### config.mk
export PLATFORM = sky130hd
export DESIGN_NAME = uart_rx_core
export DESIGN_NICKNAME = d
export VERILOG_FILES = /design/src/rtl/uart_pkg.sv /design/src/rtl/uart_bit_timer.sv /design/src/rtl/uart_rx_core.sv
export SDC_FILE = /design/constraint.sdc
export NUM_CORES = 1
export LEC_CHECK = 0
export ABC_AREA = 1
export BUFFER_PORTS_ARGS = -buffer_cell sky130_fd_sc_hd__buf_2
export CAP_MARGIN = 25
export CORE_MARGIN = 2
export CORE_UTILIZATION = 50
export DETAILED_ROUTE_END_ITERATION = 10
export GPL_TIMING_DRIVEN = 0
export PLACE_DENSITY = 0.68
export SYNTH_ARGS = -nofsm -noshare
export SYNTH_HDL_FRONTEND = slang
export SYNTH_SLANG_ARGS = --single-unit
### constraint.sdc
create_clock -name clk -period 1.75 [get_ports clk]
set_input_delay 0.35 -clock clk [delete_from_list [all_inputs] [get_ports clk]]
set_output_delay 0.35 -clock clk [all_outputs]
set_load 0.005 [all_outputs]
### src/rtl/uart_pkg.sv
// Shared types and helpers for the UART receive path.
package uart_pkg;

  localparam int unsigned DATA_BITS = 8;

  typedef enum logic [2:0] {
    StIdle  = 3'd0,
    StStart = 3'd1,
    StData  = 3'd2,
    StPar   = 3'd3,
    StStop  = 3'd4,
    StErr   = 3'bxxx
  } uart_state_e;

  function automatic int unsigned bit_cycles(input int unsigned clk_freq,
                                             input int unsigned baud);
    return clk_freq / baud;
  endfunction

  function automatic int unsigned half_cycles(input int unsigned bit_len);
    return bit_len / 2;
  endfunction

endpackage

### src/rtl/uart_bit_timer.sv
// Baud counter: clears on clr, flags the half-bit and full-bit points.
module uart_bit_timer #(
  parameter int unsigned BIT_CYCLES  = 16,
  parameter int unsigned HALF_CYCLES = 8
) (
  input  logic clk,
  input  logic reset,
  input  logic clr,
  output logic half_done,
  output logic bit_done
);

  localparam int unsigned CW = (BIT_CYCLES > 1) ? $clog2(BIT_CYCLES) : 1;

  logic [CW-1:0] count_q;

  assign half_done = (count_q == CW'(HALF_CYCLES - 1));
  assign bit_done  = (count_q == CW'(BIT_CYCLES - 1));

  // Self-wrap at a full bit so the counter can never run past BIT-1.
  always_ff @(posedge clk) begin
    if (reset || clr || bit_done) begin
      count_q <= '0;
    end else begin
      count_q <= count_q + 1'b1;
    end
  end

endmodule

### src/rtl/uart_rx_core.sv
// UART receiver: 8 data bits LSB-first, one parity bit, one stop bit.
module uart_rx_core
  import uart_pkg::*;
#(
  parameter int unsigned CLK_FREQUENCY = 100_000_000,
  parameter int unsigned BAUD_RATE     = 19_200,
  parameter int unsigned PARITY        = 1
) (
  input  logic       clk,
  input  logic       reset,
  input  logic       rx,
  output logic [7:0] dout,
  output logic       rx_strobe,
  output logic       parity_error,
  output logic       framing_error,
  output logic       busy
);

  localparam int unsigned BIT  = bit_cycles(CLK_FREQUENCY, BAUD_RATE);
  localparam int unsigned HALF = half_cycles(BIT);
  localparam int unsigned IW   = $clog2(DATA_BITS);

  uart_state_e          state_q, state_d;
  logic                 rx_meta_q, rxs;
  logic [DATA_BITS-1:0] shift_q;
  logic [IW-1:0]        idx_q;
  logic                 par_q;
  logic                 timer_clr, half_done, bit_done;
  logic                 start_ok, data_smp, par_smp, stop_smp;

  // Two-flop synchronizer, idle-high reset value.
  always_ff @(posedge clk) begin
    if (reset) begin
      rx_meta_q <= 1'b1;
      rxs       <= 1'b1;
    end else begin
      rx_meta_q <= rx;
      rxs       <= rx_meta_q;
    end
  end

  uart_bit_timer #(
    .BIT_CYCLES (BIT),
    .HALF_CYCLES(HALF)
  ) u_bit_timer (
    .clk      (clk),
    .reset    (reset),
    .clr      (timer_clr),
    .half_done(half_done),
    .bit_done (bit_done)
  );

  always_ff @(posedge clk) begin
    if (reset) begin
      state_q <= StIdle;
    end else begin
      state_q <= state_d;
    end
  end

  always_comb begin
    state_d = state_q;
    unique case (state_q)
      StIdle:  if (!rxs) state_d = StStart;
      StStart: if (half_done) state_d = rxs ? StIdle : StData;
      StData:  if (bit_done && idx_q == IW'(DATA_BITS - 1)) state_d = StPar;
      StPar:   if (bit_done) state_d = StStop;
      StStop:  if (bit_done) state_d = StIdle;
      default: state_d = StErr;
    endcase
  end

  always_comb begin
    busy      = (state_q != StIdle);
    start_ok  = (state_q == StStart) && half_done && !rxs;
    data_smp  = (state_q == StData) && bit_done;
    par_smp   = (state_q == StPar) && bit_done;
    stop_smp  = (state_q == StStop) && bit_done;
    timer_clr = (state_q == StIdle) || start_ok || data_smp || par_smp || stop_smp;
  end

  // The strobe cycle coincides with the return to idle, so busy drops with it.
  always_ff @(posedge clk) begin
    if (reset) begin
      shift_q       <= '0;
      idx_q         <= '0;
      par_q         <= 1'b0;
      dout          <= '0;
      rx_strobe     <= 1'b0;
      parity_error  <= 1'b0;
      framing_error <= 1'b0;
    end else begin
      rx_strobe <= 1'b0;
      if (start_ok) begin
        idx_q <= '0;
      end
      if (data_smp) begin
        shift_q <= {rxs, shift_q[DATA_BITS-1:1]};
        idx_q   <= idx_q + 1'b1;
      end
      if (par_smp) begin
        par_q <= rxs;
      end
      if (stop_smp) begin
        dout          <= shift_q;
        parity_error  <= ((^shift_q) ^ par_q) != 1'(PARITY);
        framing_error <= !rxs;
        rx_strobe     <= 1'b1;
      end
    end
  end

endmodule

==> summary.txt <==
Wire length per cell after detailed routing = 11.49 um
Met1 routing resource usage after global routing = 0.2834
Number of flops mapped to enable cells by yosys = 0
Leak = 0.9649 nW
Category of the worst setup path capture point = flip-flop
Layout cells sized above 1 = 0.1788
Layout net count = 279
Final Routed Wirelength = 3.699 mm
Post-Place Cells = 313
Clock insertion delay at the later pin of the skew report = 0.29 ns
Total routing resource utilization after global routing = 0.1912
Dominant cell by count in the synthesized netlist = dfxtp_1
Starting density of the core = 0.5205
Largest net degree at the start of global routing = 13
Worst reg-to-reg setup slack = 0.19 ns
Fmax = 639.3 MHz
H-Tree Level Count = 2
Number of top-level pins = 15
CP Launch Type = flip-flop
Average vias per placed instance = 5.040
Busiest layer in global routing = met1
Grt met3 use = 0.04795
Register area share after synthesis = 0.4307
Top cell type's share of synthesized area = 0.4307
Cells on Worst Hold Path = 2
Final count of hold timing violations = 0
Critical path arrival = 1.79 ns
Number of global-route vias before repair = 1,381
Final std cells w/o fill = 322
Die Y = 65.74 um
Iter 0 DRT Violations = 111
Fillers = 368
Clock transition time at the flip-flop clock pins of the worst setup and hold paths = 0.08 ns
TritonCTS clock tree = yes
Destination of the worst hold path = rx_meta_q$_SDFF_PP1_
Chip Width = 65.74 um
Placeable core area = 0.003661 mm^2
Class of the tightest hold or removal check = in -> reg
Share of async-settable or async-resettable flops after synthesis = 0
Largest cells by area after synthesis = dfxtp_1 (43%), nand2_1 (7.5%), nor2_1 (7.1%), o21ai_0 (5.3%), inv_1 (5.1%)
Source of the critical timing path = u_bit_timer.count_q[1]$_SDFF_PP0_
Final estimated routing congestion in global placement = 0.8285
CTS sink count = 41
PortBufs = 13
YS warnings = 0
Cell area after synthesis = 0.001906 mm^2
Crit path kind = reg -> reg
Number of library cell types mapped by synthesis = 33
Aggregate negative setup slack = 0 ns
Antenna diode instance count = 0
RSZ-0062 raised after global routing = false
Wire length of the first global-routing pass = 6.368 mm
Max capacitance violation total = 0
Status = finished, final reports clean
TritonCTS Buffers = 5
Synth area leader = dfxtp_1
Worst hold start = rx
Final setup violating endpoints = 0
Leading register cell type out of synthesis = dfxtp_1
Slew margin rel. = 0.6158
Clock root buffer = clkbuf_8
Detailed Place HPWL = 2.702 mm
Antenna violations before repair = 0
Total gr overflow = 0
Met2 track demand over resource in global routing = 0.2639
Net Count, Synth = 258
Worst Skew = 0.004007 ns
Max clock buf depth = 2
Antenna viol nets, final = 0
Cell row count = 22
Critical-path maximum fanout = 10
Area growth, synth to finish = 13.53%
Total of flip-flops plus latches after synthesis = 41
Pwr dens = 960.6 mW/mm^2
Worst Max-Slew Pin Slew = 0.5711 ns
Most numerous cell types in the synthesized netlist = dfxtp_1 (41), nand2_1 (38), nor2_1 (36)
First-pass iteration count of the detailed router = 4
Critical path required time = 1.97 ns
Syn avg cell area = 7.562 um^2
Total Die Area = 0.004321 mm^2
Period Utilization, post-route = 0.8939
Peak ir drop on the vdd network = 0.4360 mV
Worst flop-to-flop path endpoint = dout[1]$_SDFFE_PP0P_
Startpoint of the worst register-to-register path = u_bit_timer.count_q[1]$_SDFF_PP0_
Cell count after synthesis = 252
Number of vias after detailed routing = 1,623
Final min period = 1.564 ns
R2R cell count = 8
Count of unresolved DRC violations after routing = 0
Max-slew violation total from the final report = 0
==> per-layer routing <==
layer  vias up  share of wire  wire length [um]
li1        869              -                 -
met1       721           0.54              1990
met3         6          0.040               149
met4         0          0.016                61
met2        27           0.40              1498
met5         -              0                 0
==> registers in the layout, summed over array words and instances (netlist names), 3 cells and up <==
register and count:
dout 8, idx_q 3, shift_q 8, state_q 3
u_bit_timer.count_q 13
==> kinds of logic after synthesis <==
kind of cell             count (synthesis)  share of synthesized area
flip-flops                              41                     0.4307
AO/OA/AOI/OAI                           47                     0.1353
buffers and inverters                   35                    0.08207
adder cells (fa/ha/maj)                  3                    0.01970
AND/OR/NAND/NOR                        119                     0.3001
XOR/XNOR                                 7                    0.03217
==> cell usage in the layout, fill, tap and decap left out, types with 2 or more instances in the layout <==
cell	instances
a211oi_1	2
a21oi_1	18
a21oi_2	3
buf_2	13
clkbuf_1	4
clkbuf_8	6
dfxtp_1	40
ha_1	2
inv_1	26
inv_2	2
nand2_1	38
nand2_2	3
nand2_4	2
nand3_1	13
nand4_1	8
nor2_1	36
nor2_4	4
nor3_1	4
nor4_1	2
o21ai_0	20
o21ai_1	2
or2_2	4
xnor2_1	3
xor2_1	4
==> power by group <==
part	internal, mW	switching, mW
combinational	0.101	0.203
sequential	0.965	0.0311
clock	0.465	0.312
total	1.53	0.547
==> metrics by stage <==
step | setup WS (ns) | power (mW) | util | instance area, um^2 | hold slack, ns
finish | 0.1857 | 2.078 | 0.5909 | 2163 | 0.2450
global route | 0.03173 | 2.202 | 0.5909 | 2163 | 0.2345
floorplan | 0.3231 | 1.245 | - | 1906 | 0.3895
detailed placement | 0.1278 | 1.320 | 0.5547 | 2031 | 0.4030
global placement | 0.1589 | 1.316 | 0.5547 | 2031 | 0.4107
CTS | 0.1064 | 2.096 | 0.5865 | 2147 | 0.2419
==> worst max-delay path, cell delays in order (launching register included) <==
cell	delay, ns
dfxtp_1	0.34
ha_2	0.21
nand3_2	0.13
nor2_4	0.16
nand2_4	0.08
nor2_4	0.20
buf_6	0.16
o21ai_0	0.07
a21oi_1	0.15
==> how the worst max path moves through the flow <==
stage               cells after the start  slack, ns                     to
floorplan                              10       0.32  idx_q[1]$_SDFFE_PP0P_
global placement                        8       0.16   dout[1]$_SDFFE_PP0P_
detailed placement                      8       0.13   dout[1]$_SDFFE_PP0P_
CTS                                     8       0.11   dout[1]$_SDFFE_PP0P_
global route                            8       0.03   dout[1]$_SDFFE_PP0P_
finish                                  8       0.19   dout[1]$_SDFFE_PP0P_
==> repair_timing <==
item                                   CTS  global route
endpoints found under the hold margin    0             0
gates resized for setup                  0             3
setup endpoints to repair                0             1
buffers inserted                         0             1
hold buffers                             0             0
==> layout make-up <==
| class | instances | area [um^2] | share of cell area |
|---|---|---|---|
| sequential | 41 | 822.0 | 0.3800 |
| buffer | 5 | 37.54 | 0.01735 |
| multi-input combinational | 176 | 935.9 | 0.4326 |
| clock buffer | 7 | 86.33 | 0.03991 |
| tap | 48 | 60.06 | 0.02776 |
| inverter | 30 | 118.9 | 0.05495 |
| clock inverter | 1 | 30.03 | 0.01388 |
| timing repair buffer | 14 | 72.57 | 0.03355 |
No activity file was read; power rests on OpenSTA's default activity.
